$ cat src/rtl/uart_tx_fifo.sv
// uart_tx_fifo: UART transmitter with an integrated power-of-two transmit FIFO.
// Bit timing comes from a system-clock baud divisor; frame format is
// DATA_BITS data (LSB first), optional parity, STOP_BITS stop bits.
// Ports:
//   clk, rst         system clock, asynchronous active-high reset
//   wr_en, wr_data   push request and byte to queue
//   full, empty      FIFO occupancy flags (registered)
//   level            FIFO occupancy count (registered)
//   overflow         one-cycle pulse when a push is dropped
//   busy             high while a frame is in progress
//   tx_done          one-cycle pulse after the last stop bit of a frame
//   txd              serial line, idle high, driven from a flop
module uart_tx_fifo #(
  parameter int unsigned BAUD_DIV  = 5208,
  parameter int unsigned DATA_BITS = 8,
  parameter int unsigned PARITY    = 0,
  parameter int unsigned STOP_BITS = 1,
  parameter int unsigned FIFO_AW   = 4
) (
  input  logic                 clk,
  input  logic                 rst,
  input  logic                 wr_en,
  input  logic [DATA_BITS-1:0] wr_data,
  output logic                 full,
  output logic                 empty,
  output logic [FIFO_AW:0]     level,
  output logic                 overflow,
  output logic                 busy,
  output logic                 tx_done,
  output logic                 txd
);

  localparam int unsigned DEPTH = 2 ** FIFO_AW;
  localparam int unsigned LW    = FIFO_AW + 1;
  localparam int unsigned BW    = $clog2(BAUD_DIV);
  localparam int unsigned CW    = 3;

  typedef enum logic [2:0] {IDLE, START, DATA, PAR, STOP} state_t;

  state_t               state;
  logic [DATA_BITS-1:0] mem [DEPTH];
  logic [FIFO_AW-1:0]   wr_ptr, rd_ptr;
  logic [LW-1:0]        level_nxt;
  logic [BW-1:0]        baud_cnt;
  logic [CW-1:0]        bit_cnt;
  logic [DATA_BITS-1:0] shift;
  logic                 par_bit;
  logic [DATA_BITS-1:0] rd_data;
  logic                 push, pop, baud_end, last_stop;

  // Even parity is the XOR of the data bits; odd is its inverse.
  function automatic logic parity_of(input logic [DATA_BITS-1:0] d);
    return (PARITY == 1) ? ~(^d) : ^d;
  endfunction

  assign rd_data   = mem[rd_ptr];
  assign push      = wr_en && !full;
  assign baud_end  = (baud_cnt == BW'(BAUD_DIV - 1));
  assign last_stop = (bit_cnt == CW'(STOP_BITS - 1));
  // Pop on leaving IDLE, or on leaving the final stop bit with data waiting.
  assign pop = !empty && ((state == IDLE) ||
                          (state == STOP && baud_end && last_stop));

  // Occupancy after this edge's push/pop.
  always_comb begin
    level_nxt = level;
    case ({push, pop})
      2'b10:   level_nxt = level + LW'(1);
      2'b01:   level_nxt = level - LW'(1);
      default: level_nxt = level;
    endcase
  end

  // FIFO storage; contents need no reset since pointers gate every read.
  always_ff @(posedge clk) begin
    if (push) mem[wr_ptr] <= wr_data;
  end

  // FIFO pointers, flags and overflow pulse.
  always_ff @(posedge clk or posedge rst) begin
    if (rst) begin
      wr_ptr   <= '0;
      rd_ptr   <= '0;
      level    <= '0;
      full     <= 1'b0;
      empty    <= 1'b1;
      overflow <= 1'b0;
    end else begin
      if (push) wr_ptr <= wr_ptr + FIFO_AW'(1);
      if (pop)  rd_ptr <= rd_ptr + FIFO_AW'(1);
      level    <= level_nxt;
      full     <= (level_nxt == LW'(DEPTH));
      empty    <= (level_nxt == '0);
      // Uses the pre-edge full, so a same-edge pop does not rescue the push.
      overflow <= wr_en && full;
    end
  end

  // Frame FSM; txd is set on each transition so it is purely a flop output.
  always_ff @(posedge clk or posedge rst) begin
    if (rst) begin
      state    <= IDLE;
      txd      <= 1'b1;
      busy     <= 1'b0;
      tx_done  <= 1'b0;
      baud_cnt <= '0;
      bit_cnt  <= '0;
      shift    <= '0;
      par_bit  <= 1'b0;
    end else begin
      tx_done <= 1'b0;
      case (state)
        IDLE: begin
          txd <= 1'b1;
          if (pop) begin
            shift    <= rd_data;
            par_bit  <= parity_of(rd_data);
            txd      <= 1'b0;
            busy     <= 1'b1;
            baud_cnt <= '0;
            state    <= START;
          end
        end
        START: begin
          if (baud_end) begin
            baud_cnt <= '0;
            bit_cnt  <= '0;
            txd      <= shift[0];
            state    <= DATA;
          end else begin
            baud_cnt <= baud_cnt + BW'(1);
          end
        end
        DATA: begin
          if (baud_end) begin
            baud_cnt <= '0;
            if (bit_cnt == CW'(DATA_BITS - 1)) begin
              bit_cnt <= '0;
              if (PARITY != 0) begin
                txd   <= par_bit;
                state <= PAR;
              end else begin
                txd   <= 1'b1;
                state <= STOP;
              end
            end else begin
              bit_cnt <= bit_cnt + CW'(1);
              shift   <= shift >> 1;
              txd     <= shift[1];
            end
          end else begin
            baud_cnt <= baud_cnt + BW'(1);
          end
        end
        PAR: begin
          if (baud_end) begin
            baud_cnt <= '0;
            bit_cnt  <= '0;
            txd      <= 1'b1;
            state    <= STOP;
          end else begin
            baud_cnt <= baud_cnt + BW'(1);
          end
        end
        STOP: begin
          if (baud_end) begin
            baud_cnt <= '0;
            if (last_stop) begin
              bit_cnt <= '0;
              tx_done <= 1'b1;
              if (pop) begin
                // Back-to-back: next start bit follows with no idle gap.
                shift   <= rd_data;
                par_bit <= parity_of(rd_data);
                txd     <= 1'b0;
                state   <= START;
              end else begin
                txd   <= 1'b1;
                busy  <= 1'b0;
                state <= IDLE;
              end
            end else begin
              bit_cnt <= bit_cnt + CW'(1);
            end
          end else begin
            baud_cnt <= baud_cnt + BW'(1);
          end
        end
        default: begin
          txd   <= 1'b1;
          busy  <= 1'b0;
          state <= IDLE;
        end
      endcase
    end
  end

endmodule

$ cat config.mk
export PLATFORM = sky130hd
export DESIGN_NAME = uart_tx_fifo
export DESIGN_NICKNAME = d
export VERILOG_FILES = /design/src/rtl/uart_tx_fifo.sv
export SDC_FILE = /design/constraint.sdc
export NUM_CORES = 1
export LEC_CHECK = 0
export BUFFER_PORTS_ARGS = -buffer_cell sky130_fd_sc_hd__buf_2
export CAP_MARGIN = 20
export CORE_MARGIN = 2
export CORE_UTILIZATION = 60
export CTS_BUF_LIST = sky130_fd_sc_hd__clkbuf_4 sky130_fd_sc_hd__clkbuf_8
export CTS_CLUSTER_DIAMETER = 40
export DETAILED_ROUTE_END_ITERATION = 10
export GPL_ROUTABILITY_DRIVEN = 0
export GPL_TIMING_DRIVEN = 0
export PLACE_DENSITY = 0.78
export RECOVER_POWER = 50
export SKIP_CTS_REPAIR_TIMING = 1
export SYNTH_ARGS = -nofsm -noshare
export SYNTH_HDL_FRONTEND = slang
export SYNTH_SLANG_ARGS = --single-unit
$ cat constraint.sdc
create_clock -name clk -period 5.1 [get_ports clk]
set_input_delay 0 -clock clk [delete_from_list [all_inputs] [get_ports clk]]
set_output_delay 0 -clock clk [all_outputs]
set_load 0.005 [all_outputs]
Word-level counts from Yosys, hierarchy flattened
Memories as Yosys holds them, arrays and structs flattened.
Cells that the tools add are included.
- multipliers: 0
- divide/modulo/power cells: 0
- multiplexer cells: 43
- add/sub/neg operators: 6
- reductions and logical operators: 23
- equality and inequality tests: 19
- bitwise logic cells: 1
- order comparisons: 0
- shifts and indexed selects: 0
- operators with widths (kind ; count):
    8-bit two-way mux ; 5
    3-bit two-way mux ; 12
    13-bit two-way mux ; 2
    13-bit one-hot mux with 2 select lines ; 1
    8-bit one-hot mux with 3 select lines ; 1
    2-bit inequality test (second input constant) ; 9
    1-bit two-way mux ; 17
    3-bit one-hot mux with 5 select lines ; 1
    5-bit AND reduction ; 3
    13-bit by 1-bit adder with 13-bit output (second input constant) ; 1
    13-bit == test (second input constant) ; 1
    5-bit one-hot mux with 2 select lines ; 1
    3-bit one-hot mux with 3 select lines ; 1
    4-bit by 1-bit adder with 4-bit output (second input constant) ; 2
    7-bit AND reduction ; 1
    3-bit by 2-bit == test with 1-bit output (second input constant) ; 2
    3-bit == test (second input constant) ; 2
    3-bit zero test ; 2
    3-bit nonzero test ; 2
    5-bit by 1-bit adder with 5-bit output (second input constant) ; 1
    5-bit == test (second input constant) ; 1
    1-bit logical AND ; 5
    5-bit zero test ; 1
    1-bit one-hot mux with 5 select lines ; 1
    16 further kinds ; 17
- bits of input ports: 11
- logic and storage cells: 106
- bits in latches: 0
- memories kept: 1
- ROM bits: 0
- bits in writable memories: 128
- register bits after elaboration: 46
- memories (name ; words ; bits a word ; rd ports ; clocked after memory_dff ; write ports ; line ; text):
    mem ; 16 ; 8 ; 1 ; 0 ; 1 ; 41 ; logic [DATA_BITS-1:0] mem [DEPTH];

Logic depth before layout (Yosys ltp)
- depth after elaboration: 9
- mapped depth: 13

Worst setup path after synthesis
OpenSTA, ideal clock, no wires.
- kind: flip-flop to flip-flop
- from: reg bit_cnt[1]
- to: reg level[4]
- slack: 2.157 ns
- stages on the path, launching flop included: 14
- setup time: 0.124 ns
- arrival: 2.819 ns
- cells stage by stage: dfrtp_1 -> inv_1 -> ha_1 -> nor2b_1 -> nand4_2 -> a21boi_4 -> ha_1 -> inv_1 -> fa_1 -> nor2b_1 -> o21ai_0 -> a211oi_1 -> nor3b_1 -> or2_1
- cells in the longest elaborated chain, start to end: 6
- elaborated cells on any way between the ends: 7
- those cells by class: eq/ne (2); mux (1); reduce/logical (4)
- ends and longest elaborated chain (what ; line ; text):
    start, declared ; 45 ; logic [CW-1:0] bit_cnt;
    start signal, assigned ; 147 ; bit_cnt <= bit_cnt + CW'(1);
    start signal, assigned ; 183 ; bit_cnt <= bit_cnt + CW'(1);
    3-bit zero test * ; 59 ; assign last_stop = (bit_cnt == CW'(STOP_BITS - 1));
    1-bit logical AND * ; 62 ; (state == STOP && baud_end && last_stop));
    1-bit logical OR * ; 61 ; assign pop = !empty && ((state == IDLE) ||
    1-bit logical AND * ; 61 ;
    named net pop ; 49 ; logic push, pop, baud_end, last_stop;
    2-bit by 1-bit == test with 1-bit output or 2-bit == test (tied branches) ; 67 ; case ({push, pop})
    5-bit one-hot mux with 2 select lines * ; 67 ;
    named net level_nxt[4] ; 43 ; logic [LW-1:0] level_nxt;
    end signal, assigned ; 91 ; level <= level_nxt;
    end, declared ; 26 ; output logic [FIFO_AW:0] level,
The timed path passes the listed nets; every way through them passes the cells marked *.
A chain may end at the register's enable or synchronous reset.

Worst setup path after layout
Same ends and word-level chain as after synthesis.

==> metrics <==
status=complete, but fails checks; failing checks=capacitance limit, slew limit; WL met3=~790 um; Reg-to-Reg Start=bit_cnt[1]; maximum vdd ir drop=0.2931 mV; leading area contributor after synthesis=edfxtp_1; flop-to-flop setup slack=roughly 1.4 ns; CP startpoint=bit_cnt[1]; design area=about 8500 um2; total clock sinks=approximately 170; initial core utilization=0.6139; Routed wire per std cell=approximately 21 um; die area=approximately 14000 um2; syn nets=around 560; Setup Skew=0.01442 ns; Placement Rows=41; max layer used=met4; Post-DP HPWL=10890 um; EDFF count, synth=128; Final min period=~3.7 ns; largest net degree at the start of global routing=37; Num CTS Buffers=17; Placed Area=slightly above 8000 um2; Area Growth Syn to Fin=10.80%; crit-path leading delay family=simple AND/OR/NAND/NOR gates; clock tree buffer depth=2; CP arrival=about 4.0 ns; ranking of synthesized cells by area=edfxtp_1 50%, dfrtp_1 14%, mux2i_1 7.4%, a22oi_1 2.7%, ha_1 2.1%; final WL=16530 um; syn avg cell area=between 10 and 15 um2; Main synth FF type=edfxtp_1; antenna violations before repair=0; R2R cell count=12; final setup TNS=0 ns; Tightest Hold Check Type=primary input to asynchronous set/reset pin; top cell type's share of synthesized area=0.4981; period utilization=0.7179; most frequent cells in the layout=128 x edfxtp_1, 57 x mux2i_1, 44 x dfrtp_1, 30 x nor2_1; Power Dens Cells=between 300 and 400 nW/um2; LEAKAGE=0.002989 uW; register area share after synthesis=0.6476; DRC viols=0; DR iter-0 viols=486; maxcap violations=1; Final Hold Fails=0; IO Pins=22; H-tree depth=4; Die Ht=around 120 um; RSZ-0062 raised after global routing=false; cell mode on critical path=ha_1; Rel. slew slack=-0.3206; max incr delay on CP=0.42 ns; synth warn=0; Critical R2R Capture=level[4]; CP Data Required Time=between 5 and 6 ns; Clk Latency, worst-skew pair=around 0.47 ns; TritonCTS clock tree=built; drt first pass iters=7; Slew Limit Fails=37; first-pass GRT wire length=about 25000 um; Layout fillers=859; Met2 Wirelength=between 8000 and 9000 um; via count=4776; Tot GR Track Use=0.2428; critical path startpoint category=flip-flop; post-route met1 wirelength=between 6000 and 7000 um; Root Buffer Master=clkbuf_8; Peak Freq=273.1 MHz; #FFs+latches synth=around 170; vias in the first global route=approximately 4800; critical path cell sequence=inv_1 -> ha_1 -> nor2b_1 -> nand4_2 -> a21boi_4 -> ha_1 -> ha_1 -> nor2b_1 -> o21ai_0 -> nor4b_1 -> nor3b_1 -> or2_1; total global routing overflow=0; Slowest-stage cell, CP=nor4b_1; Crit Path Max Fanout=8; number of port buffers=21; Syn Inst Count=between 500 and 600; Syn Std Cell Area=about 7700 um2; Tightest Pin Transition=a little under 2 ns; layout cells sized above 1=0.1559; commonest non-fill, non-tap cell in the layout=edfxtp_1; Crit path depth=12; Vias/cell=about 6.2; Final setup viols=0; Worst setup endpoint=level[4]; fin nets=just over 600; die width=between 100 and 150 um; Async SR Flop Fraction=0.2644; worst path buffer plus inverter count=1; # diodes=0; Worst Setup End Kind=flip-flop; Setup CP Type=flip-flop to flip-flop; clock transition at the registers of the reported paths=approximately 0.09 ns; Synth cell types=68; core area=12570 um2; DRT antenna net count=0
-- power breakdown --
| group | total (uW) | leakage [uW] | switching (uW) | internal (uW) |
|---|---|---|---|---|
| registers | 1750 | 0.00173 | 76.0 | 1670 |
| clock network | 1010 | 0.000216 | 549 | 462 |
| logic | 349 | 0.00104 | 217 | 132 |
| total | 3110 | 0.00299 | 842 | 2270 |
-- stage by stage --
| stage | util | setup slack (ns) | hold slack (ns) | power (uW) | instances |
|---|---|---|---|---|---|
| final | 0.6802 | 1.439 | 0.06556 | 3107 | 775 |
| after global routing | 0.6802 | 1.172 | 0.1158 | 3217 | 775 |
| after CTS | 0.6744 | 1.504 | -0.5614 | 3103 | 765 |
| after detailed placement | 0.6410 | 1.552 | -0.04821 | 2122 | 733 |
| after global placement | 0.6394 | 1.669 | 0.2214 | 2095 | 732 |
| after floorplan | - | 2.157 | 0.09887 | 1976 | 539 |
-- layout make-up --
type | count | area (um2) | area share
Sequential cell | 174 | 4997 | 0.5845
Multi-Input combinational cell | 325 | 2524 | 0.2952
Clock buffer | 18 | 241.5 | 0.02825
Tap cell | 172 | 215.2 | 0.02517
Timing Repair Buffer | 32 | 198.9 | 0.02327
Clock inverter | 14 | 177.7 | 0.02078
Buffer | 26 | 142.6 | 0.01668
Inverter | 14 | 52.55 | 0.006147
-- synth_stat cells (3+ instances only) --
cell,instances
xor2_1,6
nand3_1,19
ha_1,13
o21ai_0,14
clkbuf_1,5
nand4_1,4
nor2b_1,6
a32oi_1,8
nand2_1,24
nor2_2,3
a31oi_2,3
inv_1,14
buf_2,15
a22oi_1,28
nor3b_1,3
edfxtp_1,128
xnor2_1,11
nor2_1,30
dfrtp_1,44
buf_4,3
a211oi_1,3
mux4_2,6
mux2i_1,57
and3_1,4
a21oi_1,11
a31oi_1,8
and4_1,3
and2_1,18
-- sequential cells by signal, summed over array words and instances, names as in the netlist --
| signal | flops |
|---|---|
| bit_cnt | 3 |
| busy | 1 |
| empty | 1 |
| overflow | 1 |
| mem | 128 |
| shift | 8 |
| txd | 1 |
| state | 3 |
| wr_ptr | 4 |
| rd_ptr | 4 |
| baud_cnt | 13 |
| full | 1 |
| level | 5 |
| tx_done | 1 |
-- routing by layer --
layer / track usage / up-vias
li1: - / 2168
met1: 0.3121 / 2385
met2: 0.4039 / 186
met3: 0.05010 / 37
met4: 0.1047 / 0
met5: 0 / -
-- how the worst min path moves through the flow --
stage | start | to | slack [ns] | cells after the start
2_1_floorplan | wr_data[0] | mem[0][0] | 0.1 | 0
3_3_place_gp | wr_en | overflow | 0.22 | 2
3_5_place_dp | rst | full | -0.05 | 2
4_1_cts | rst | level[2] | -0.56 | 2
5_1_grt | rst | level[4] | 0.12 | 3
6_report | rst | level[4] | 0.07 | 3
-- worst reg2reg max path, cell delays in order, from the launching register on --
cell      delay, ns
dfrtp_1        0.41
inv_1          0.11
ha_1           0.18
nor2b_1        0.40
nand4_2        0.26
a21boi_4       0.41
ha_1           0.33
ha_1           0.30
nor2b_1        0.14
o21ai_0        0.20
nor4b_1        0.42
nor3b_1        0.15
or2_1          0.26
-- cell families after synthesis --
group	count (synthesis)	synth area share
DFF	174	0.6476
and+or+nand+nor	134	0.09681
AOI/OAI and AO/OA	95	0.09308
muxes	64	0.09291
buffers and inverters	40	0.02529
xor gates and xnor gates	17	0.01930
adders and majority gates	15	0.02497
Note: power is estimated with default switching activity, not from simulation.
